`src/rtl/soc_bringup_seq.sv`:
```
// Power-up sequencer: per domain gates clocks, programs and polls the PLL, then releases reset via soc_ctrl.
// Optional third domain (core_1) enabled by defining SOC_BRINGUP_SEQ_CORE1_EN.
module soc_bringup_seq #(
  parameter int unsigned            ADDR_WIDTH         = 8,
  parameter int unsigned            DATA_WIDTH         = 32,
  parameter logic [3:0]             SYS_REF_DIV        = 4'h1,
  parameter logic [11:0]            SYS_FB_DIV         = 12'd40,
  parameter logic [3:0]             CORE_REF_DIV       = 4'h1,
  parameter logic [11:0]            CORE_FB_DIV        = 12'd50,
  parameter int unsigned            POLL_INTERVAL      = 16,
  parameter int unsigned            LOCK_TIMEOUT       = 4096,
  parameter int unsigned            RST_HOLD_CYC       = 8,
  parameter logic [ADDR_WIDTH-1:0]  SYS_CLK_RST_ADDR   = ADDR_WIDTH'('h10),
  parameter logic [ADDR_WIDTH-1:0]  SYS_PLL_ADDR       = ADDR_WIDTH'('h14),
  parameter logic [ADDR_WIDTH-1:0]  CORE0_CLK_RST_ADDR = ADDR_WIDTH'('h20),
  parameter logic [ADDR_WIDTH-1:0]  CORE0_PLL_ADDR     = ADDR_WIDTH'('h24),
  parameter logic [ADDR_WIDTH-1:0]  CORE1_CLK_RST_ADDR = ADDR_WIDTH'('h30),
  parameter logic [ADDR_WIDTH-1:0]  CORE1_PLL_ADDR     = ADDR_WIDTH'('h34)
) (
  input  logic                    clk_i,
  input  logic                    rst_i,
  input  logic                    start_i,
  output logic                    busy_o,
  output logic                    done_o,
  output logic                    err_o,
  output logic [1:0]              err_code_o,
  output logic [1:0]              err_dom_o,
  output logic                    host_gnt_o,
  output logic                    mem_we_o,
  output logic [ADDR_WIDTH-1:0]   mem_waddr_o,
  output logic [DATA_WIDTH-1:0]   mem_wdata_o,
  output logic [DATA_WIDTH/8-1:0] mem_wstrb_o,
  input  logic [1:0]              mem_wresp_i,
  output logic                    mem_re_o,
  output logic [ADDR_WIDTH-1:0]   mem_raddr_o,
  input  logic [DATA_WIDTH-1:0]   mem_rdata_i,
  input  logic [1:0]              mem_rresp_i
);

  localparam int unsigned WMAX = (POLL_INTERVAL > RST_HOLD_CYC) ? POLL_INTERVAL : RST_HOLD_CYC;
  localparam int unsigned WCW  = $clog2(WMAX + 1);
  localparam int unsigned TW   = $clog2(LOCK_TIMEOUT + 1) + 1;
  localparam logic [WCW-1:0] POLL_LOAD = WCW'(POLL_INTERVAL - 1);
  localparam logic [WCW-1:0] HOLD_LOAD = WCW'(RST_HOLD_CYC - 1);
  localparam logic [TW-1:0]  TMO_LIM   = TW'(LOCK_TIMEOUT);
  localparam logic [DATA_WIDTH-1:0] SYS_PLL_WORD  = DATA_WIDTH'({SYS_FB_DIV, SYS_REF_DIV});
  localparam logic [DATA_WIDTH-1:0] CORE_PLL_WORD = DATA_WIDTH'({CORE_FB_DIV, CORE_REF_DIV});
  localparam logic [DATA_WIDTH-1:0] CLK_EN_WORD   = DATA_WIDTH'(2);
  localparam logic [DATA_WIDTH-1:0] REL_WORD      = DATA_WIDTH'(3);
`ifdef SOC_BRINGUP_SEQ_CORE1_EN
  localparam logic [1:0] LAST_DOM = 2'd2;
`else
  localparam logic [1:0] LAST_DOM = 2'd1;
`endif

  typedef enum logic [3:0] {
    S_IDLE, S_GATE, S_PLL_WR, S_LOCK_RD, S_LOCK_WAIT, S_CLK_EN, S_HOLD, S_REL, S_DONE, S_ERROR
  } state_e;

  state_e           state_q, state_d;
  logic [1:0]       dom_q, dom_d;
  logic [TW-1:0]    tmo_q, tmo_d;
  logic [WCW-1:0]   wcnt_q, wcnt_d;
  logic [1:0]       ecode_q, ecode_d;
  logic [1:0]       edom_q, edom_d;

  logic                  we_c, re_c, host_state;
  logic [ADDR_WIDTH-1:0] waddr_c, raddr_c, cr_addr, pll_addr;
  logic [DATA_WIDTH-1:0] wdata_c, pll_word;

  always_comb begin
    cr_addr  = SYS_CLK_RST_ADDR;
    pll_addr = SYS_PLL_ADDR;
    pll_word = SYS_PLL_WORD;
    case (dom_q)
      2'd1: begin
        cr_addr  = CORE0_CLK_RST_ADDR;
        pll_addr = CORE0_PLL_ADDR;
        pll_word = CORE_PLL_WORD;
      end
`ifdef SOC_BRINGUP_SEQ_CORE1_EN
      2'd2: begin
        cr_addr  = CORE1_CLK_RST_ADDR;
        pll_addr = CORE1_PLL_ADDR;
        pll_word = CORE_PLL_WORD;
      end
`endif
      default: ;
    endcase
  end

  always_ff @(posedge clk_i) begin
    if (rst_i) begin
      state_q <= S_IDLE;
      dom_q   <= '0;
      tmo_q   <= '0;
      wcnt_q  <= '0;
      ecode_q <= '0;
      edom_q  <= '0;
    end else begin
      state_q <= state_d;
      dom_q   <= dom_d;
      tmo_q   <= tmo_d;
      wcnt_q  <= wcnt_d;
      ecode_q <= ecode_d;
      edom_q  <= edom_d;
    end
  end

  always_comb begin
    state_d = state_q;
    dom_d   = dom_q;
    tmo_d   = tmo_q;
    wcnt_d  = wcnt_q;
    ecode_d = ecode_q;
    edom_d  = edom_q;
    we_c    = 1'b0;
    re_c    = 1'b0;
    waddr_c = '0;
    wdata_c = '0;
    raddr_c = '0;
    case (state_q)
      S_IDLE, S_DONE, S_ERROR: begin
        if (start_i) begin
          state_d = S_GATE;
          dom_d   = '0;
          ecode_d = '0;
          edom_d  = '0;
        end
      end
      S_GATE: begin
        we_c    = 1'b1;
        waddr_c = cr_addr;
        state_d = S_PLL_WR;
      end
      S_PLL_WR: begin
        we_c    = 1'b1;
        waddr_c = pll_addr;
        wdata_c = pll_word;
        tmo_d   = '0;
        state_d = S_LOCK_RD;
      end
      S_LOCK_RD: begin
        re_c    = 1'b1;
        raddr_c = pll_addr;
        if (tmo_q != '1) tmo_d = tmo_q + 1'b1;
        if (mem_rdata_i[16]) begin
          state_d = S_CLK_EN;
        end else if (tmo_q >= TMO_LIM) begin
          state_d = S_ERROR;
          ecode_d = 2'b10;
          edom_d  = dom_q;
        end else begin
          state_d = S_LOCK_WAIT;
          wcnt_d  = POLL_LOAD;
        end
      end
      S_LOCK_WAIT: begin
        if (tmo_q != '1) tmo_d = tmo_q + 1'b1;
        if (wcnt_q == '0) state_d = S_LOCK_RD;
        else              wcnt_d  = wcnt_q - 1'b1;
      end
      S_CLK_EN: begin
        we_c    = 1'b1;
        waddr_c = cr_addr;
        wdata_c = CLK_EN_WORD;
        state_d = S_HOLD;
        wcnt_d  = HOLD_LOAD;
      end
      S_HOLD: begin
        if (wcnt_q == '0) state_d = S_REL;
        else              wcnt_d  = wcnt_q - 1'b1;
      end
      S_REL: begin
        we_c    = 1'b1;
        waddr_c = cr_addr;
        wdata_c = REL_WORD;
        if (dom_q == LAST_DOM) begin
          state_d = S_DONE;
        end else begin
          dom_d   = dom_q + 1'b1;
          state_d = S_GATE;
        end
      end
      default: state_d = S_IDLE;
    endcase
    // A bus error overrides any lock/timeout decision taken on the same access.
    if ((we_c && mem_wresp_i != 2'b00) || (re_c && mem_rresp_i != 2'b00)) begin
      state_d = S_ERROR;
      ecode_d = 2'b01;
      edom_d  = dom_q;
    end
  end

  assign host_state  = (state_q == S_IDLE) || (state_q == S_DONE) || (state_q == S_ERROR);
  assign busy_o      = !rst_i && !host_state;
  assign done_o      = !rst_i && (state_q == S_DONE);
  assign err_o       = !rst_i && (state_q == S_ERROR);
  assign err_code_o  = rst_i ? 2'b00 : ecode_q;
  assign err_dom_o   = rst_i ? 2'b00 : edom_q;
  assign host_gnt_o  = rst_i || (host_state && !start_i);
  assign mem_we_o    = we_c && !rst_i;
  assign mem_waddr_o = rst_i ? '0 : waddr_c;
  assign mem_wdata_o = rst_i ? '0 : wdata_c;
  assign mem_wstrb_o = '1;
  assign mem_re_o    = re_c && !rst_i;
  assign mem_raddr_o = rst_i ? '0 : raddr_c;

endmodule

```
`config.mk`:
```
export PLATFORM = sky130hd
export DESIGN_NAME = soc_bringup_seq
export DESIGN_NICKNAME = d
export VERILOG_FILES = /design/src/rtl/soc_bringup_seq.sv
export SDC_FILE = /design/constraint.sdc
export NUM_CORES = 1
export LEC_CHECK = 0
export ABC_AREA = 1
export CAP_MARGIN = 0
export CELL_PAD_IN_SITES_DETAIL_PLACEMENT = 0
export CELL_PAD_IN_SITES_GLOBAL_PLACEMENT = 2
export CORE_AREA = 2 2 125 97
export CTS_CLUSTER_DIAMETER = 150
export DETAILED_ROUTE_END_ITERATION = 8
export DIE_AREA = 0 0 127 99
export PLACE_DENSITY = 0.87
export REMOVE_ABC_BUFFERS = 1
export SLEW_MARGIN = 20
export SYNTH_ARGS = -nofsm -noshare
export SYNTH_HDL_FRONTEND = slang
export SYNTH_SLANG_ARGS = --single-unit
```
`constraint.sdc`:
```
create_clock -name clk_i -period 1.9 [get_ports clk_i]
set_input_delay 0.38 -clock clk_i [delete_from_list [all_inputs] [get_ports clk_i]]
set_output_delay 0.38 -clock clk_i [all_outputs]
set_load 0.03 [all_outputs]
```
==> summary.md <==
| Metric | Value |
|---|---|
| CP endpoint kind | `output port` |
| Metal3 WL | `315 um` |
| Register clock-pin slew on the reported worst setup and hold paths | `50 ps` |
| CTS buffer count | `5` |
| Filler Cell Count | `1270` |
| M1 wire length | `~2900 um` |
| Max Clock Freq | `545 MHz` |
| Register Area | `584 um2` |
| Data required, critical path | `between 1500 and 2000 ps` |
| Status | `finished, final reports clean` |
| Met2 Wirelength | `2230 um` |
| Switch Pwr | `1.17 mW` |
| Gr ovfl total | `0` |
| Pin slew with the least headroom to its limit | `512 ps` |
| First-pass GRT wire length | `9160 um` |
| Initial antenna violation count | `0` |
| Vias | `2116` |
| Synthesis-to-finish area growth | `24.7%` |
| Largest net degree at the start of global routing | `16` |
| Postcts setup bufs | `0` |
| Overall routed net length | `5500 um` |
| Sw frac | `0.426` |
| Worst clock skew | `3.17 ps` |
| Core area | `0.0113 mm2` |
| Synthesized area | `approximately 0.0022 mm2` |
| Top sig layer | `met4` |
| Final-report hold violation count | `0` |
| IO buf count | `29` |
| Tot GR Track Use | `0.0890` |
| Minimum clock period | `1840 ps` |
| CP startpoint kind | `input port` |
| MaxCap Viol Count | `0` |
| Drt pass-1 iters | `4` |
| Fraction of layout cells with a size suffix above 1 | `0.193` |
| Cell count after synthesis | `353` |
| N_diodes | `0` |
| DP Cell Count | `530` |
| Clk Tree Root Cell | `clkbuf_16` |
| DR vias/cell | `3.94` |
| CTS tree | `done` |
| Final #Nets | `approximately 440` |
| Yosys reg bits | `29` |
| DIE AREA | `0.0126 mm2` |
| Post-route cell area | `0.00275 mm2` |
| CP Data Arrival Time | `1460 ps` |
| Max IR drop VDD | `0.371 mV` |
| CTS max path bufs | `2` |
| Sequential power share | `0.269` |
| Fin. max-slew vios | `0` |
| Vias in the first global route | `1919` |
| Drt initial violations | `around 90` |
| Worst-Skew Late Latency | `270 ps` |
| Leakage | `1.26 nW` |
| Post-cts hold buffer count | `0` |
| Final setup vio count | `0` |
| Multi-input gate area | `0.00129 mm2` |
| Most frequent cells in the layout | `79 x nand2_1, 41 x inv_1, 40 x conb_1, 35 x nor2_1, 32 x buf_4` |
| Ys async rst share | `0` |
| Power density over the cells | `996 mW/mm2` |
| Hold Path Class | `reg -> reg` |
| # rows | `34` |
| Kind of critical path | `in -> out` |
| Register area share after synthesis | `0.263` |
| RePlAce Congestion | `between 0.8 and 0.9` |
| EDFF count, synth | `0` |
| Synth warn | `0` |
| Max-slew headroom | `0.659` |
| Initial core utilization | `0.195` |
| Pint | `1.58 mW` |
| Post-DR wirelength/cell | `10.2 um` |
| Post-route ant nets | `0` |
| DP Wirelength | `4400 um` |
| Period Utilization, post-route | `0.966` |
| Clock power frac | `0.278` |
| Post_cts resized | `10` |
| Post-Layout Cell Count | `between 500 and 600` |
| Post-Syn Area per Cell | `6.26 um2` |
| Die X | `approximately 130 um` |
| Comb pwr share | `0.454` |
| Clock sink count | `29` |
| Number of I/O pins | `101` |
| Most common flop cell mapped by yosys | `dfxtp_1` |
| Dpl cell area | `0.00252 mm2` |
| Commonest non-fill, non-tap cell in the layout | `nand2_1` |
| Worst-path fanout max | `8` |
| Drt drc | `0` |
| Synth unique cells | `31` |
| Die Y | `99 um` |
| H-tree depth | `2` |
[synth_stat cells (2+ instances only)]
library cell   n  area [um2]
clkbuf_1       4        15.0
nand4_1        3        18.8
nand2_1       85         319
nor3_1         4        20.0
a21oi_1       25         125
o21ai_0       10        50.1
buf_4         43         323
xor2_1         2        17.5
nand3b_1       3        22.5
conb_1         2        7.51
inv_1         44         165
ha_1           4        50.1
or2_2          2        12.5
nand3_1       29         145
nand2_4        3        33.8
o211ai_1       2        15.0
a211oi_1       2        15.0
nor2_1        44         165
dfxtp_1       29         581
nor2_2         2        12.5
[power by group through the flow]
stage	registers [mW]	clock network [mW]	logic (mW)
after floorplan	0.720	0	0.813
after global routing	0.744	0.813	1.38
after CTS	0.729	0.785	1.20
after detailed placement	0.734	0	1.18
after global placement	0.734	0	1.18
final	0.737	0.762	1.24
[cell families (layout without fill, tap and decap cells)]
family | count (synthesis) | count (layout) | share of synthesized area
AO/OA/AOI/OAI | 42 | 42 | 0.108
flip-flops | 29 | 29 | 0.263
AND/OR/NAND/NOR | 177 | 177 | 0.346
buffers and inverters | 96 | 98 | 0.246
XOR/XNOR | 3 | 3 | 0.0119
adder cells (fa/ha/maj) | 4 | 4 | 0.0227
other | 2 | 40 | 0.00340
[flip-flops by register name, summed over array words and instances, names as in the netlist]
| signal | cells |
|---|---|
| dom_q | 2 |
| wcnt_q | 5 |
| ecode_q | 2 |
| tmo_q | 14 |
| state_q | 4 |
| edom_q | 2 |
[final timing paths]
kind	start	endpoint	slack, ps	depth (start not counted)
max	rst_i	host_gnt_o	60	5
min	wcnt_q[2]	wcnt_q[2]	480	2
max reg2reg	tmo_q[0]	tmo_q[6]	250	10
min reg2reg	wcnt_q[2]	wcnt_q[2]	480	2
[layer usage]
metal | up-vias | track usage
met5 | - | 0
met4 | 0 | 0.0203
met3 | 4 | 0.0217
met2 | 68 | 0.129
met1 | 934 | 0.132
li1 | 1110 | -
[stage by stage]
| step | util | power, mW | hold WS (ps) | setup slack [ps] | TNS (ps) |
|---|---|---|---|---|---|
| after floorplan | - | 1.53 | 447 | -1150 | -3510 |
| after global placement | 0.222 | 1.91 | 467 | -15.1 | -33.5 |
| after detailed placement | 0.222 | 1.92 | 475 | -25.8 | -120 |
| after CTS | 0.237 | 2.71 | 483 | 24.6 | 0 |
| after global routing | 0.243 | 2.94 | 505 | -8.36 | -19.9 |
| final | 0.243 | 2.74 | 483 | 65.0 | 0 |
[critical path: stages]
cell             delay [ps]
clkdlybuf4s50_1         500
inv_1                    90
buf_4                   170
nand2_1                 130
buf_4                   180
[cell type report]
| class | instances | share of cell area |
|---|---|---|
| sequential | 29 | 0.212 |
| tap | 144 | 0.0654 |
| timing repair buffer | 45 | 0.137 |
| inverter | 46 | 0.0632 |
| multi-input combinational | 266 | 0.470 |
| clock buffer | 7 | 0.0518 |
Power figures use the tool's default switching activity.
